**src/rtl/router_pkt_tx.sv**
```systemverilog
// Packet transmitter for the 1x3 router input: buffers a host payload, then sends header/payload/parity.
// Optional PARITY_INJ_EN adds inj_par_err, which flips bit 0 of the transmitted parity byte.
module router_pkt_tx #(
    parameter int GAP_CYCLES = 2
) (
    input  logic       clk,
    input  logic       rstn,
    input  logic       start,
    input  logic [1:0] dest,
    input  logic [5:0] len,
    input  logic [7:0] pl_data,
    input  logic       pl_valid,
    output logic       pl_ready,
    input  logic       busy,
`ifdef PARITY_INJ_EN
    input  logic       inj_par_err,
`endif
    output logic       pkt_valid,
    output logic [7:0] data_out,
    output logic       tx_active,
    output logic       tx_done,
    output logic       err_cfg
);

    localparam int GW = (GAP_CYCLES > 1) ? $clog2(GAP_CYCLES) : 1;
    localparam logic [GW-1:0] GAP_LAST = GW'(GAP_CYCLES - 1);

    typedef enum logic [2:0] {
        IDLE, LOAD, HEADER, PAYLOAD, PARITY, GAP
    } state_t;

    state_t        state_q, state_d;
    logic [1:0]    dest_q, dest_d;
    logic [5:0]    len_q, len_d;
    logic [5:0]    cnt_q, cnt_d;
    logic [5:0]    idx_q, idx_d;
    logic [7:0]    par_q, par_d;
    logic [GW-1:0] gap_q, gap_d;
    logic          err_q, err_d;
    logic          inj_q, inj_d;
    logic          buf_wr;
    logic [7:0]    pl_buf [64];

    always_ff @(posedge clk or negedge rstn) begin
        if (!rstn) begin
            state_q <= IDLE;
            dest_q  <= '0;
            len_q   <= '0;
            cnt_q   <= '0;
            idx_q   <= '0;
            par_q   <= '0;
            gap_q   <= '0;
            err_q   <= 1'b0;
            inj_q   <= 1'b0;
        end else begin
            state_q <= state_d;
            dest_q  <= dest_d;
            len_q   <= len_d;
            cnt_q   <= cnt_d;
            idx_q   <= idx_d;
            par_q   <= par_d;
            gap_q   <= gap_d;
            err_q   <= err_d;
            inj_q   <= inj_d;
        end
    end

    // Payload storage is deliberately left out of reset.
    always_ff @(posedge clk) begin
        if (buf_wr) pl_buf[cnt_q] <= pl_data;
    end

    assign pl_ready = (state_q == LOAD) && (cnt_q < len_q);

    always_comb begin
        state_d = state_q;
        dest_d  = dest_q;
        len_d   = len_q;
        cnt_d   = cnt_q;
        idx_d   = idx_q;
        par_d   = par_q;
        gap_d   = gap_q;
        inj_d   = inj_q;
        err_d   = 1'b0;
        buf_wr  = 1'b0;
        case (state_q)
            IDLE: begin
                if (start) begin
                    if (dest != 2'd3 && len != 6'd0) begin
                        dest_d  = dest;
                        len_d   = len;
                        cnt_d   = '0;
                        par_d   = {len, dest};
`ifdef PARITY_INJ_EN
                        inj_d   = inj_par_err;
`else
                        inj_d   = 1'b0;
`endif
                        state_d = LOAD;
                    end else begin
                        err_d = 1'b1;
                    end
                end
            end
            LOAD: begin
                if (cnt_q == len_q) begin
                    state_d = HEADER;
                end else if (pl_valid) begin
                    buf_wr = 1'b1;
                    par_d  = par_q ^ pl_data;
                    cnt_d  = cnt_q + 6'd1;
                end
            end
            HEADER: begin
                if (!busy) begin
                    idx_d   = '0;
                    state_d = PAYLOAD;
                end
            end
            PAYLOAD: begin
                if (!busy) begin
                    idx_d = idx_q + 6'd1;
                    if (idx_q == len_q - 6'd1) state_d = PARITY;
                end
            end
            PARITY: begin
                if (!busy) begin
                    gap_d   = '0;
                    state_d = GAP;
                end
            end
            GAP: begin
                if (gap_q == GAP_LAST) state_d = IDLE;
                else gap_d = gap_q + GW'(1);
            end
            default: state_d = IDLE;
        endcase
    end

    // Outputs decode registered state only, so busy stalls simply hold them.
    always_comb begin
        data_out = 8'h00;
        case (state_q)
            HEADER:  data_out = {len_q, dest_q};
            PAYLOAD: data_out = pl_buf[idx_q];
            PARITY:  data_out = par_q ^ {7'b0, inj_q};
            default: data_out = 8'h00;
        endcase
    end

    assign pkt_valid = (state_q == HEADER) || (state_q == PAYLOAD);
    assign tx_active = (state_q != IDLE);
    assign tx_done   = (state_q == GAP) && (gap_q == '0);
    assign err_cfg   = err_q;

endmodule

```
**config.mk**
```make
export PLATFORM = sky130hd
export DESIGN_NAME = router_pkt_tx
export DESIGN_NICKNAME = d
export VERILOG_FILES = /design/src/rtl/router_pkt_tx.sv
export SDC_FILE = /design/constraint.sdc
export NUM_CORES = 1
export LEC_CHECK = 0
export CAP_MARGIN = 15
export CORE_ASPECT_RATIO = 2
export CORE_MARGIN = 3
export CORE_UTILIZATION = 62
export CTS_CLUSTER_SIZE = 20
export DETAILED_ROUTE_END_ITERATION = 7
export HOLD_SLACK_MARGIN = 0.03
export PLACE_DENSITY_LB_ADDON = 0.12
export SLEW_MARGIN = 10
export SYNTH_ARGS = -nofsm -noshare
export SYNTH_HDL_FRONTEND = slang
export SYNTH_SLANG_ARGS = --single-unit
export TNS_END_PERCENT = 30
```
**constraint.sdc**
```tcl
create_clock -name clk -period 3.3 [get_ports clk]
set_input_delay 0.99 -clock clk [delete_from_list [all_inputs] [get_ports clk]]
set_output_delay 0.99 -clock clk [all_outputs]
set_load 0.05 [all_outputs]
```
After elaboration in Yosys (flattened, before gate mapping)
Memories as Yosys holds them, arrays and structs flattened. Cells that the tools add are included.

Bits in registers: 33. Bits in writable memories: 512. Logic and storage cells: 83. Memories: 1. Output and inout port bits: 13.

Memories: pl_buf (words 64, bits a word 8, read ports 1, clocked after memory_dff 0, wr ports 1, line 42) `logic [7:0] pl_buf [64];`.

$lt $le $gt $ge: 1. Bitwise operators: 2. Reductions and logical operators: 15. Eq/ne operators: 18. Muxes and demuxes: 34. Add/subtract/negate cells: 4.

Operator list (count): 2-to-1 mux 6 bit (6); 2-to-1 mux 8 bit (4); 2-to-1 mux 3 bit (8); one-hot mux 6 bit (2 select lines) (2); one-hot mux 8 bit (3 select lines) (1); != test 2 bit (second input constant) (10); one-hot mux 3 bit (6 select lines) (1); one-hot mux 8 bit (2 select lines) (1); adder 6 x 1 -> 6 bit (second input constant) (2); equality test 6 bit (2); 2-to-1 mux 1 bit (10); AND reduction 8 bit (1); bitwise XOR 8 bit (1); equality test 3 x 2 -> 1 bit (second input constant) (2); equality test 3 bit (second input constant) (2); < comparator 6 bit (1); AND reduction 3 bit (2); nonzero test 2 bit (3); nonzero test 6 bit (1); subtractor 6 x 1 -> 6 bit (second input constant) (1); AND reduction 5 bit (1); equality test 3 x 1 -> 1 bit (second input constant) (1); logical AND 1 bit (3); zero test 3 bit (1); other kinds (7) (7).

Longest topological paths before layout
Depth in word-level cells: 5. Gate-level depth with buffers: 11.

Worst setup path after synthesis
Ideal clock, no wire load.

Path type: register -> output. Start: register len_q[1]. End: output port pl_ready. Buffers on the path: 0. Required time: 2.310 ns. Arrival: 3.504 ns. Stages on the path, launching flop included: 7. Path slack: -1.194 ns. Cells stage by stage: dfrtp_1 > inv_1 > ha_1 > nor2b_1 > o21ai_0 > a21oi_1 > a2111oi_0.

Word-level cells in the longest chain between the ends: 2.

RTL lines: start, declared (line 34) `logic [5:0] len_q, len_d;`; start signal, assigned (line 58) `len_q <= len_d;`; < comparator 6 bit (line 73) `assign pl_ready = (state_q == LOAD) && (cnt_q < len_q);`; logical AND 1 bit (line 73); end, declared (line 13) `output logic pl_ready,`.

No other way between the ends.

Worst setup path after layout
Start: register idx_q[0]. End: output port data_out[6].

Word-level cells in the longest chain between the ends: 2.

RTL lines: start, declared (line 36) `logic [5:0] idx_q, idx_d;`; start signal, assigned (line 60) `idx_q <= idx_d;`; memory read (64 x 8 bit); one-hot mux 8 bit (3 select lines) (line 143) `case (state_q)`; end, declared (line 19) `output logic [7:0] data_out,`.

No other way between the ends.

==> flow_summary_export.csv <==
group,metric,value,unit
cells_and_area,num_antenna_cells,0,
clock_tree,clk_latency,0.57,ns
power,finalPower,18.7,mW
yosys,ys.warnings.count,0,
cells_and_area,nNetsFinal,1437,
setup_path,cp.arrival,2.85,ns
drt,viasPerCell,6.51,
clock_tree,cts_hold_buf,0,
floorplan,rows,96,
clock_tree,cts_made_buffers,44,
placement,placed_cells,1790,
global_routing,grt.total_usage,29.5,%
setup_path,required,2.31,ns
global_routing,grt_max_degree,49,
cells_and_area,fillers,2026,
cells_and_area,area_growth,18.7,%
setup_path,ff2ff_path_depth,8,
hold_path,hold_end,"gap_q",
drt,drcViolationCount,0,
global_routing,antenna_found_initial,0,
floorplan,core-area,0.0346,sq mm
global_routing,grt-ovfl-total,0,
drt,topRoutingLayerUsed,"met4",
clock_tree,cts_buffer_depth,3,
yosys,synth_flop_cell,"edfxtp_1",
floorplan,io_pins,34,
drt,vias,12200,
floorplan,dieWidth,139,um
timing,setup_ws,-0.545,ns
drt,met1Wirelength,18200,um
setup_path,setup.worst_path.class,"flip-flop to primary output",
timing,relSlewSlack,37.8,%
floorplan,start_util,63.5,%
job,maxCapViolCount,0,
drt,met3_length,2790,um
yosys,synth_edf_count,512,
floorplan,fp.dieArea,0.0378,sq mm
yosys,synth_area,0.0220,sq mm
drt,wl_met2,30600,um
timing,hold_violations,0,
cells_and_area,regArea,0.0162,sq mm
yosys,ys_types,58,
yosys,syn_inst,1219,
timing,fin_skew,0.0170,ns
status,status,"complete, but fails checks",
placement,gp_congestion,0.988,
setup_path,critPathCaptureType,"primary output",
hold_path,min_path_cells,1,
drt,post_drt_wl_per_cell,29.5,um
cells_and_area,final_util,75.3,%
drt,drt_iter0_drc,1026,
timing,period_share,117,%
yosys,async_reset_ff_share,6.06,%
clock_tree,h-tree-depth,2,
timing,fin_hold_ws,0.524,ns
timing,max_freq,260,MHz
timing,setup_viol,8,
clock_tree,cts-root-buf,"clkbuf_16",
clock_tree,cts_tree,"yes",
timing,tightest_slew,0.934,ns
timing,drv_slew,0,
setup_path,r2r_end,"pl_buf[0][4]",
yosys,synth_top_area_share,70.0,%
cells_and_area,layout.cells.non_filler,1881,
cells_and_area,drive_gt1_share,30.3,%
global_routing,grt_pass1_vias,12800,
clock_tree,clk_pin_slew_worst_paths,0.07,ns
setup_path,rr_startpoint,"state_q[0]",
yosys,ys_seq_area_share,73.8,%
cells_and_area,multi_input_area,0.00570,sq mm
yosys,yosys-top-cells-area,"edfxtp_1 70%, mux4_2 9.2%, mux2i_1 4.6%, dfrtp_1 3.8%, nor2_1 1.4%",
power,leakage,8.60,nW
timing,finalCriticalPeriod,3.84,ns
clock_tree,cts.sinks,545,
placement,portBuffers,33,
drt,firstDrtPassIters,5,
yosys,synth_top_area_cell,"edfxtp_1",
setup_path,reg2reg_slack,0.40,ns
hold_path,worstHoldPathType,"flip-flop to flip-flop",
setup_path,path_max_fanout,7,
drt,routed_wl,55400,um
yosys,ys_ff_latch,545,
yosys,synth_nets,1249,
floorplan,die_h,272,um
status,violations,"setup timing",
setup_path,critPathLaunchType,"flip-flop",
placement,place_ws,-0.136,ns
drt,postRouteAntennaNets,0,
hold_path,min_from,"gap_q",
global_routing,grt_pass1_wl,81700,um
power,power_density,716,mW/mm^2
power,peakVddDrop,0.000631,V
yosys,synth_area_per_cell,18.0,sq um
timing,rsz0062_at_grt,"true",
placement,dpl.hpwl,37000,um
==> cells in the mapped netlist (3+ instances only) <==
cell type    n
a211oi_1    15
a21o_1       3
a21oi_1     42
a221oi_1     7
a22oi_1     10
buf_1        7
buf_2       18
buf_4        8
clkbuf_1    41
dfrtp_1     33
edfxtp_1   512
ha_1         9
inv_1        8
mux2i_1    101
mux4_2      90
nand2_1     32
nand2b_1    10
nand3_1     31
nand3b_1     6
nand4_1      4
nor2_1      79
nor2b_1      7
nor3_1       3
o211ai_1     8
o21ai_0     54
o221ai_1    16
o22ai_1     15
or3b_2       3
xnor2_1      3
xor2_1       6
==> cell usage in the layout, fill, tap and decap left out, types with 7 or more instances in the layout <==
master	Yosys	routed
buf_12	0	24
o22ai_1	15	14
o221ai_1	16	8
buf_6	1	8
clkdlybuf4s50_1	0	13
nand2_1	32	32
a211oi_2	2	13
nand3_1	31	24
a21oi_1	42	37
o21ai_2	0	8
buf_2	18	8
buf_4	8	153
clkinv_2	0	9
mux4_2	90	90
nand2b_1	10	10
mux2i_2	0	8
inv_1	8	8
clkbuf_1	41	12
dfrtp_1	33	26
nor2_1	79	78
nand3_2	0	7
o21ai_1	1	11
a22oi_1	10	10
ha_1	9	9
mux2i_1	101	91
o211ai_1	8	8
o21ai_0	54	36
clkbuf_16	0	52
o221ai_2	0	7
edfxtp_1	512	512
==> critical path, cell delays in order, from the launching register on <==
cell	delay [ns]
dfrtp_4	0.54
buf_12	0.17
buf_6	0.12
clkbuf_16	0.14
buf_6	0.11
mux4_2	0.42
mux2i_1	0.14
buf_4	0.17
o21ai_2	0.07
nand2_1	0.08
o211ai_1	0.12
clkbuf_16	0.20
==> repair_timing <==
action | in CTS | in global routing
buffers inserted | 7 | 6
pin swaps | 19 | 18
endpoints found under the hold margin | 0 | 0
setup endpoints to repair | 10 | 9
cloned | 3 | 1
gates resized for setup | 62 | 53
==> sequential cells by signal, indices dropped and copies added (netlist names) <==
signal	count
par_q	8
idx_q	6
dest_q	2
len_q	6
cnt_q	6
state_q	3
gap_q	1
err_cfg	1
pl_buf	512
==> layer usage <==
| layer | up-vias | GRT usage [%] |
|---|---|---|
| met2 | 545 | 54.0 |
| met3 | 160 | 3.07 |
| met1 | 6249 | 33.3 |
| met4 | 0 | 17.3 |
| li1 | 5282 | - |
| met5 | - | 0 |
==> stage by stage <==
step	instance area, sq um	TNS (ns)
after floorplan	22000	-0.270
final	26100	-4.02
after global placement	24100	-0.182
after detailed placement	24100	-0.315
after global routing	26100	-4.79
after CTS	25900	-4.31
==> layout make-up <==
class,instances,share of cell area [%]
flip-flops and latches,545,62.2
multi-input cells,589,21.9
repair buffers,218,8.28
clock buffers,57,4.49
well taps,441,2.12
clock inverters,22,0.884
inverters,9,0.130
==> logic make-up after synthesis <==
group                      synth area share [%]
DFF                                        73.8
AOI/OAI and AO/OA                          5.24
xor gates and xnor gates                  0.359
and+or+nand+nor                            4.37
adders and majority gates                 0.513
muxes                                      13.9
buffers and inverters                      1.77
==> worst max path at each step <==
stage               startpoint          end  slack [ns]  cells after the start
detailed placement    idx_q[0]  data_out[4]       -0.14                      8
CTS                   idx_q[0]  data_out[7]       -0.56                      9
global placement      idx_q[0]  data_out[4]       -0.10                      8
global route          idx_q[1]  data_out[5]       -0.61                      9
finish                idx_q[0]  data_out[6]       -0.54                     11
floorplan           state_q[1]  data_out[1]       -0.04                      7
==> report_power, final <==
| part | switching, mW | internal (mW) |
|---|---|---|
| combinational | 2.87 | 2.58 |
| sequential | 0.266 | 7.76 |
| clock | 2.34 | 2.84 |
| total | 5.48 | 13.2 |
No activity file was read; power rests on OpenSTA's default activity.
